`config.mk`:
```
export PLATFORM = sky130hd
export DESIGN_NAME = pb_wire_parser
export DESIGN_NICKNAME = d
export VERILOG_FILES = /design/src/rtl/pb_wire_parser.sv
export SDC_FILE = /design/constraint.sdc
export NUM_CORES = 1
export LEC_CHECK = 0
export CORE_ASPECT_RATIO = 2
export CORE_UTILIZATION = 48
export CTS_CLUSTER_SIZE = 30
export DETAILED_ROUTE_END_ITERATION = 10
export HOLD_SLACK_MARGIN = 0.08
export PLACE_DENSITY_LB_ADDON = 0.12
export REMOVE_ABC_BUFFERS = 1
export SLEW_MARGIN = 20
export SYNTH_ARGS = -nofsm -noshare
export SYNTH_HDL_FRONTEND = slang
export SYNTH_SLANG_ARGS = --single-unit
```
`constraint.sdc`:
```
create_clock -name clk -period 27.7 [get_ports clk]
set_clock_uncertainty 0.2 [all_clocks]
set_input_delay 4.155 -clock clk [delete_from_list [all_inputs] [get_ports clk]]
set_output_delay 4.155 -clock clk [all_outputs]
set_load 0.02 [all_outputs]
```
`src/rtl/pb_wire_parser.sv`:
```
// Streaming protobuf wire-format parser.
// Consumes one serialized byte per cycle and emits field records through a
// single-entry output register:
//   kind 0: scalar record (varint value, fixed32/64 value, or LEN header length)
//   kind 1: one payload byte of a LEN field (in out_value[7:0])
// Ports:
//   clk, rst                 clock, asynchronous active-high reset
//   in_valid/in_ready        byte stream handshake; in_data byte, in_last ends message
//   out_valid/out_ready      record handshake
//   out_kind                 0 = field record, 1 = payload byte
//   out_field_number         field number of the current field
//   out_wire_type            wire type (0, 1, 2 or 5)
//   out_value                decoded value / length / payload byte
//   out_last, out_msg_last   final record of field / of message
//   err_valid, err_code      one-cycle error pulse; 0 OVERLONG, 1 ILLEGAL_WT,
//                            2 TRUNC, 3 FIELD_ZERO
module pb_wire_parser #(
  parameter int unsigned MAX_VARINT_BYTES = 10,
  parameter int unsigned MAX_KEY_BYTES    = 5
) (
  input  logic        clk,
  input  logic        rst,
  input  logic        in_valid,
  output logic        in_ready,
  input  logic [7:0]  in_data,
  input  logic        in_last,
  output logic        out_valid,
  input  logic        out_ready,
  output logic        out_kind,
  output logic [28:0] out_field_number,
  output logic [2:0]  out_wire_type,
  output logic [63:0] out_value,
  output logic        out_last,
  output logic        out_msg_last,
  output logic        err_valid,
  output logic [1:0]  err_code
);

  localparam logic [1:0] ErrOverlong  = 2'd0;
  localparam logic [1:0] ErrIllegalWt = 2'd1;
  localparam logic [1:0] ErrTrunc     = 2'd2;
  localparam logic [1:0] ErrFieldZero = 2'd3;

  typedef enum logic [2:0] {
    StKey,
    StVarint,
    StFixed,
    StLenHdr,
    StPayload,
    StDrain
  } state_e;

  state_e      state_q, state_d;
  logic [63:0] acc_q, acc_d;
  logic [3:0]  idx_q, idx_d;
  logic [3:0]  cnt_q, cnt_d;
  logic [63:0] rem_q, rem_d;
  logic [28:0] fn_q, fn_d;
  logic [2:0]  wt_q, wt_d;

  logic        out_valid_q, out_kind_q, out_last_q, out_msg_last_q;
  logic [28:0] out_fn_q;
  logic [2:0]  out_wt_q;
  logic [63:0] out_value_q;
  logic        err_valid_q;
  logic [1:0]  err_code_q;

  logic        accept;
  logic        emit, emit_kind, emit_last;
  logic [63:0] emit_value;
  logic        err;
  logic [1:0]  err_sel;

  logic [6:0]  shamt;
  logic [63:0] var_acc, fix_acc;
  logic        cont, last_varint_byte, last_key_byte;
  logic [2:0]  key_wt;
  logic        key_fn_zero, key_fn_wide, key_wt_legal;

  assign accept = in_valid && in_ready;
  assign cont   = in_data[7];
  assign shamt  = 7'(idx_q) * 7'd7;
  // Payload bits pushed past bit 63 fall off the 64-bit shift.
  assign var_acc = acc_q | ({57'd0, in_data[6:0]} << shamt);
  assign fix_acc = acc_q | ({56'd0, in_data} << {idx_q[2:0], 3'b000});

  assign last_varint_byte = (32'(idx_q) == MAX_VARINT_BYTES - 32'd1);
  assign last_key_byte    = (32'(idx_q) == MAX_KEY_BYTES - 32'd1);

  assign key_wt       = var_acc[2:0];
  assign key_fn_zero  = (var_acc[31:3] == 29'd0);
  assign key_fn_wide  = |var_acc[63:32];
  assign key_wt_legal = (key_wt == 3'd0) || (key_wt == 3'd1) ||
                        (key_wt == 3'd2) || (key_wt == 3'd5);

  // State and field-context registers.
  always_ff @(posedge clk or posedge rst) begin
    if (rst) begin
      state_q <= StKey;
      acc_q   <= '0;
      idx_q   <= '0;
      cnt_q   <= '0;
      rem_q   <= '0;
      fn_q    <= '0;
      wt_q    <= '0;
    end else begin
      state_q <= state_d;
      acc_q   <= acc_d;
      idx_q   <= idx_d;
      cnt_q   <= cnt_d;
      rem_q   <= rem_d;
      fn_q    <= fn_d;
      wt_q    <= wt_d;
    end
  end

  // Next-state and record/error decode for the accepted byte.
  always_comb begin
    state_d    = state_q;
    acc_d      = acc_q;
    idx_d      = idx_q;
    cnt_d      = cnt_q;
    rem_d      = rem_q;
    fn_d       = fn_q;
    wt_d       = wt_q;
    emit       = 1'b0;
    emit_kind  = 1'b0;
    emit_last  = 1'b0;
    emit_value = '0;
    err        = 1'b0;
    err_sel    = ErrOverlong;

    if (accept) begin
      case (state_q)
        StKey: begin
          acc_d = var_acc;
          idx_d = idx_q + 4'd1;
          if (cont) begin
            if (last_key_byte) begin
              err = 1'b1; err_sel = ErrOverlong;
            end else if (in_last) begin
              err = 1'b1; err_sel = ErrTrunc;
            end
          end else if (key_fn_wide) begin
            err = 1'b1; err_sel = ErrOverlong;
          end else if (!key_wt_legal) begin
            err = 1'b1; err_sel = ErrIllegalWt;
          end else if (key_fn_zero) begin
            err = 1'b1; err_sel = ErrFieldZero;
          end else if (in_last) begin
            // A key alone never completes a record.
            err = 1'b1; err_sel = ErrTrunc;
          end else begin
            fn_d  = var_acc[31:3];
            wt_d  = key_wt;
            acc_d = '0;
            idx_d = '0;
            case (key_wt)
              3'd0:    state_d = StVarint;
              3'd1:    begin state_d = StFixed; cnt_d = 4'd8; end
              3'd2:    state_d = StLenHdr;
              3'd5:    begin state_d = StFixed; cnt_d = 4'd4; end
              default: state_d = StKey;
            endcase
          end
        end

        StVarint: begin
          acc_d = var_acc;
          idx_d = idx_q + 4'd1;
          if (cont) begin
            if (last_varint_byte) begin
              err = 1'b1; err_sel = ErrOverlong;
            end else if (in_last) begin
              err = 1'b1; err_sel = ErrTrunc;
            end
          end else begin
            emit       = 1'b1;
            emit_value = var_acc;
            emit_last  = 1'b1;
            state_d    = StKey;
            acc_d      = '0;
            idx_d      = '0;
          end
        end

        StFixed: begin
          acc_d = fix_acc;
          idx_d = idx_q + 4'd1;
          cnt_d = cnt_q - 4'd1;
          if (cnt_q == 4'd1) begin
            emit       = 1'b1;
            emit_value = fix_acc;
            emit_last  = 1'b1;
            state_d    = StKey;
            acc_d      = '0;
            idx_d      = '0;
          end else if (in_last) begin
            err = 1'b1; err_sel = ErrTrunc;
          end
        end

        StLenHdr: begin
          acc_d = var_acc;
          idx_d = idx_q + 4'd1;
          if (cont) begin
            if (last_varint_byte) begin
              err = 1'b1; err_sel = ErrOverlong;
            end else if (in_last) begin
              err = 1'b1; err_sel = ErrTrunc;
            end
          end else if (var_acc == 64'd0) begin
            emit       = 1'b1;
            emit_value = '0;
            emit_last  = 1'b1;
            state_d    = StKey;
            acc_d      = '0;
            idx_d      = '0;
          end else if (in_last) begin
            // Header promises payload that can no longer arrive.
            err = 1'b1; err_sel = ErrTrunc;
          end else begin
            emit       = 1'b1;
            emit_value = var_acc;
            rem_d      = var_acc;
            state_d    = StPayload;
            acc_d      = '0;
            idx_d      = '0;
          end
        end

        StPayload: begin
          if (rem_q == 64'd1) begin
            emit       = 1'b1;
            emit_kind  = 1'b1;
            emit_value = {56'd0, in_data};
            emit_last  = 1'b1;
            rem_d      = '0;
            state_d    = StKey;
          end else if (in_last) begin
            err = 1'b1; err_sel = ErrTrunc;
          end else begin
            emit       = 1'b1;
            emit_kind  = 1'b1;
            emit_value = {56'd0, in_data};
            rem_d      = rem_q - 64'd1;
          end
        end

        StDrain: begin
          if (in_last) state_d = StKey;
        end

        default: state_d = StKey;
      endcase

      if (err) begin
        state_d = in_last ? StKey : StDrain;
        acc_d   = '0;
        idx_d   = '0;
        cnt_d   = '0;
        rem_d   = '0;
      end
    end
  end

  // Output comb: drain swallows bytes regardless of a held record.
  always_comb begin
    if (state_q == StDrain) in_ready = 1'b1;
    else                    in_ready = !out_valid_q || out_ready;
  end

  // Single-entry output register; a new record overwrites one being taken.
  always_ff @(posedge clk or posedge rst) begin
    if (rst) begin
      out_valid_q    <= 1'b0;
      out_kind_q     <= 1'b0;
      out_fn_q       <= '0;
      out_wt_q       <= '0;
      out_value_q    <= '0;
      out_last_q     <= 1'b0;
      out_msg_last_q <= 1'b0;
      err_valid_q    <= 1'b0;
      err_code_q     <= '0;
    end else begin
      err_valid_q <= err;
      if (err) err_code_q <= err_sel;
      if (emit) begin
        out_valid_q    <= 1'b1;
        out_kind_q     <= emit_kind;
        out_fn_q       <= fn_q;
        out_wt_q       <= wt_q;
        out_value_q    <= emit_value;
        out_last_q     <= emit_last;
        out_msg_last_q <= in_last;
      end else if (out_ready) begin
        out_valid_q <= 1'b0;
      end
    end
  end

  assign out_valid        = out_valid_q;
  assign out_kind         = out_kind_q;
  assign out_field_number = out_fn_q;
  assign out_wire_type    = out_wt_q;
  assign out_value        = out_value_q;
  assign out_last         = out_last_q;
  assign out_msg_last     = out_msg_last_q;
  assign err_valid        = err_valid_q;
  assign err_code         = err_code_q;

endmodule

```
==> results of run 1 <==
## cells in the final DEF, fill, tap and decap left out, types with 5 or more instances in the layout
cell and count:
nand2_1 121, nand3_1 26, inv_1 15, clkbuf_16 27
nor4_1 10, a221o_1 13, a22o_1 50, clkinvlp_4 5
a31oi_1 65, xnor2_1 8, or3_1 13, a21o_1 26
mux2_2 91, and3_1 6, and2_1 8, dfrtp_1 274
o22ai_1 106, nor3_1 34, or4_1 15, nor2b_1 7
nand4_1 16, nor2_1 70, o32ai_1 13, buf_4 42
o211ai_1 8, clkdlybuf4s50_1 116, or2_2 5, a21oi_1 109
xor2_1 8, a32o_1 24, ha_1 7, o21ai_0 85
o221ai_1 25
## worst max-delay path, delay by kind of cell
kind | cells | cell delay [ps]
AOI/OAI and AO/OA | 1 | 310
buffers and inverters | 2 | 970
## routing by layer
metal  GRT usage  vias up  routed length [um]
met5           0        -                   0
met2       0.579      578               25300
met1       0.359     6629               18100
met3      0.0346      206                2990
li1            -     5870                   -
met4       0.236        0                3710
## cell usage after synthesis, types with 10 or more instances
master	number
a21o_1	26
a21oi_1	109
a221o_1	13
a22o_1	50
a31oi_1	65
a32o_1	24
and2_1	12
buf_1	17
buf_2	28
clkbuf_1	81
dfrtp_1	274
inv_1	16
mux2_2	91
nand2_1	122
nand3_1	27
nand4_1	16
nor2_1	70
nor3_1	36
nor4_1	10
o21ai_0	85
o221ai_1	25
o22ai_1	106
o32ai_1	13
or3_1	13
or4_1	15
## worst max path at each step
stage               endpoint  slack, ps      start
global route        in_ready      17900  out_ready
global placement    in_ready      17930  out_ready
finish              in_ready      17920  out_ready
floorplan           acc_q[0]      15790        rst
CTS                 in_ready      17910  out_ready
detailed placement  in_ready      17910  out_ready
## logic make-up after synthesis
kind of cell | after synthesis | synth area share
multiplexers | 94 | 0.0726
adder cells (fa/ha/maj) | 7 | 0.00603
AND/OR/NAND/NOR | 367 | 0.127
buffers and inverters | 146 | 0.0412
flip-flops | 274 | 0.472
XOR/XNOR | 16 | 0.00964
AO/OA/AOI/OAI | 583 | 0.272
## cell type report
class | instances | area, sq um | area share
Clock inverter | 13 | 139 | 0.00823
Multi-Input combinational cell | 1067 | 7140 | 0.423
Clock buffer | 33 | 738 | 0.0438
Inverter | 16 | 67.6 | 0.00400
Timing Repair Buffer | 158 | 1480 | 0.0875
Sequential cell | 274 | 6860 | 0.406
Tap cell | 364 | 455 | 0.0270
## power breakdown
part           switching (mW)  internal (mW)
clock                   0.166          0.208
sequential             0.0950          0.500
combinational           0.822          0.446
## state kept, by name, summed over array words and instances, names as in the netlist, 2 cells and up
register / cells
out_field_number: 29
wt_q: 3
rem_q: 64
fn_q: 29
err_code: 2
acc_q: 64
state_q: 3
out_value: 64
cnt_q: 4
out_wire_type: 3
idx_q: 4
## per-stage QoR
stage / std cells / hold slack, ps / utilization
2_1_floorplan: 1357 / 244 / -
3_3_place_gp: 1879 / 258 / 0.539
3_5_place_dp: 1879 / 269 / 0.540
4_1_cts: 1925 / 284 / 0.569
5_1_grt: 1925 / 302 / 0.570
6_report: 1925 / 281 / 0.570
==> reports/metrics.yaml, run 1 <==
synth_area_leaders: "dfrtp_1 47%, mux2_2 7.1%, o22ai_1 4.6%"
setup_viol: 0
worstHoldPathType: "reg -> reg"
cts_hold_buf: 0
route.detailed.drc: 12
cts_resized: 0
tritoncts: "built"
ys.flop_type: "dfrtp_1"
io_pins: 117
slew_headroom: 0.162
grt_setup_unrepaired: "no"
cp_slowest_cell: "clkdlybuf4s50_1"
cap_violations: 0
hold_depth: 2
drtIter0Drc: 1064
die_x_um: 125
ys_ff_latch: 274
p_leak_nw: 7.35
r2r-start: "idx_q[1]"
wl_per_cell_um: 26.0
drv_slew: 0
antenna_found_initial: 0
hold_end: "fn_q[4]"
viasPerCell: 6.90
violations: "design-rule violations"
postPlaceCellArea_sq_um: 16000
worst-r2r-cell-count: 11
final_layout_size_suffix_gt1_frac: 0.135
status: "complete, but fails checks"
final_nets: 1563
row_count: 89
arrival_ps: 5430
netlist.area_leader.share: 0.472
worstSetupEndpointType: "output pin"
fin_crit_sh: 0.353
worst-setup-path-type: "in -> out"
fin_ws_ps: 17920
core_area_sq_um: 29600
synth-warning-count: 0
total_power_mw: 2.24
finalWeightedCongestion: 0.982
syn_to_final_growth_pct: 16.1
timing.final.crit_period_ps: 9780
avgSynthCellArea_sq_um: 9.77
hold_violations: 0
grt_max_degree: 80
synthCells: 1487
synth_edf_count: 0
cts.reportedPaths.clkPinSlew_ps: 70
first_pass_iters: 9
power.density_nw_per_um2: 133
die_h_um: 248
yosysTopAreaCell: "dfrtp_1"
hpwl_um: 33100
dp_slack_ps: 17910
clk_latency_ps: 560
initial_core_util: 0.491
final.fill_count: 2659
vias: 13283
cp_cell_sequence: "clkdlybuf4s50_1 > a311o_1 > clkdlybuf4s50_1"
grt_pass1_wl_um: 77300
ys_types: 77
regToRegSetupSlack_ps: 21470
ant_nets: 0
numCtsBuffers: 26
crit_top_cell: "clkdlybuf4s50_1"
peakVddDrop_mv: 0.0773
numClockSinks: 274
overflow: 0
cp_max_fo: 3
wl_um: 50100
crit_required_ps: 23340
clock_path_buffers: 3
worstMarginPinSlew_ps: 1250
numPortBuffers: 116
hp-start: "fn_q[4]"
reg2reg_to: "rem_q[33]"
netlist_area_sq_um: 14500
track_usage: 0.324
root_buffer: "clkbuf_16"
fmax_mhz: 102
async_flop_share: 1.00
setup_tns_ps: 0
grt_pass1_vias: 13388
htreeDepth: 1
worstSetupStartpointType: "input pin"
cpPeakStageDelay_ps: 550
post_cts_buffers: 0
ys_seq_area_frac: 0.472
diodes: 0
die_area_sq_um: 31000
finalInstanceArea_sq_um: 16900
Note: power is estimated with default switching activity, not from simulation.
==> run 2, diff against run 1 <==
==> constraint.sdc (replaced) <==
create_clock -name clk -period 8.5 [get_ports clk]
set_clock_uncertainty 0.2 [all_clocks]
set_input_delay 1.275 -clock clk [delete_from_list [all_inputs] [get_ports clk]]
set_output_delay 1.275 -clock clk [all_outputs]
set_load 0.02 [all_outputs]
==> reports/metrics.yaml, run 2 (synthesis results as in run 1) <==
worstSetupStartpointType: "input pin"
io_pins: 117  # unchanged
worstMarginPinSlew_ps: 1130  # -115 ps
cp_max_fo: 28  # +25
grt_pass1_wl_um: 78400  # +1.4%
wl_per_cell_um: 26.7  # +2.5%
p_sw_frac: 0.486  # +0.00188
grt_setup_unrepaired: "no"
cap_violations: 0  # unchanged
track_usage: 0.331  # +0.00725
p_seq_frac: 0.264  # -0.002
comb_power_share: 0.572  # +0.005
die_area_sq_um: 31000  # unchanged
drv_slew: 0  # unchanged
vias: 13421  # +1.0%
crit_required_ps: 8740  # -14600 ps
timing.final.crit_period_ps: 6100
root_buffer: "clkbuf_16"
tritoncts: "built"
die_h_um: 248  # unchanged
internal_power_mw: 3.77  # +230%
final_common_cell: "dfrtp_1"
hpwl_um: 34100  # +2.9%
row_count: 89  # unchanged
slew_headroom: 0.235  # +0.0725
fin_crit_sh: 0.717
status: "complete, but fails checks"
route.detailed.drc: 13  # +1
viasPerCell: 6.97  # +1.0%
grt_pass1_vias: 13181  # -1.5%
violations: "design-rule violations"
power.density_nw_per_um2: 434  # +230%
htreeDepth: 1  # unchanged
numCtsBuffers: 25  # -3.8%
diodes: 0  # unchanged
cts_hold_buf: 0  # unchanged
arrival_ps: 6340  # +910 ps
total_power_mw: 7.33  # +230%
drtIter0Drc: 1202  # +13%
clk_latency_ps: 560  # about the same
final_layout_size_suffix_gt1_frac: 0.136  # +0.00128
die_x_um: 125  # unchanged
pwr-share-clk: 0.164  # -0.003
p_sw_mw: 3.56  # +230%
hold_ws_ps: 275  # -6.30 ps
final_nets: 1564  # +0.064%
numClockSinks: 274  # unchanged
setup_tns_ps: 0  # unchanged
cts.reportedPaths.clkPinSlew_ps: 70  # about the same
numPortBuffers: 116  # unchanged
fmax_mhz: 164
grt_max_degree: 173  # +120%
mostFrequentLayoutCells: "274 x dfrtp_1, 121 x nand2_1, 116 x clkdlybuf4s50_1"
setup_viol: 0  # unchanged
p_leak_nw: 7.38  # +0.39%
worstHoldPathType: "reg -> reg"
initial_core_util: 0.491  # unchanged
first_pass_iters: 10  # +1
post_cts_buffers: 0  # unchanged
cts_resized: 0  # unchanged
worstSetupEndpointType: "register"
hold_violations: 0  # unchanged
antenna_found_initial: 0  # unchanged
syn_to_final_growth_pct: 16.3
wl_um: 51400  # +2.5%
ant_nets: 0  # unchanged
worst-setup-path-type: "in -> reg"
clock_path_buffers: 3  # unchanged
core_area_sq_um: 29600  # unchanged
overflow: 0  # unchanged
peakVddDrop_mv: 0.221  # +190%
finalWeightedCongestion: 0.943  # -4.0%
run 2: worst paths after layout:
kind	slack (ps)	start	cells past startpoint	to
worst min-delay path	280	fn_q[8]	2	fn_q[8]
worst max-delay path	2400	in_data[4]	13	out_value[36]
worst max register to register	2870	idx_q[1]	11	out_value[36]
min in group asynchronous	1030	rst	2	out_field_number[0]
worst min register to register	280	fn_q[8]	2	fn_q[8]
max in group asynchronous	5660	rst	3	acc_q[38]
run 2: area by class of cell:
| type | instances | area [sq um] |
|---|---|---|
| well taps | 364 | 455 |
| fillers | 2668 | 12700 |
| flip-flops and latches | 274 | 6860 |
| clock inverters | 13 | 159 |
| inverters | 16 | 67.6 |
| repair buffers | 160 | 1530 |
| clock buffers | 31 | 688 |
| multi-input cells | 1067 | 7140 |
run 2: critical path: stages:
cell	delay, ps
clkdlybuf4s50_1	770
buf_4	390
or2_2	310
a2111oi_0	460
nand4_1	240
nor4_2	370
nand4_1	450
o211a_1	390
o211ai_1	170
buf_4	230
and2_4	430
buf_4	410
mux2_2	380
run 2: power groups by stage:
stage	sequential [mW]	combinational, mW	clock, mW
floorplan	2.02	2.44	0
CTS	1.93	4.11	1.22
global placement	1.94	4.08	0
detailed placement	1.95	4.10	0
finish	1.94	4.19	1.20
global route	1.98	4.49	1.26
run 2: routing by layer:
layer | up-vias | track usage | share of wire
met1 | 6656 | 0.387 | 0.36
met3 | 219 | 0.0359 | 0.066
met5 | - | 0 | 0
met2 | 683 | 0.565 | 0.49
li1 | 5863 | - | -
met4 | 0 | 0.249 | 0.081
run 2: through the flow:
stage               utilization  std cells  area (sq um)  setup WS (ps)
floorplan                     -       1357         14000           -527
global placement          0.541       1881         16000           2050
detailed placement        0.541       1881         16000           1980
CTS                       0.570       1925         16900           2560
global route              0.570       1925         16900           2240
finish                    0.570       1925         16900           2400
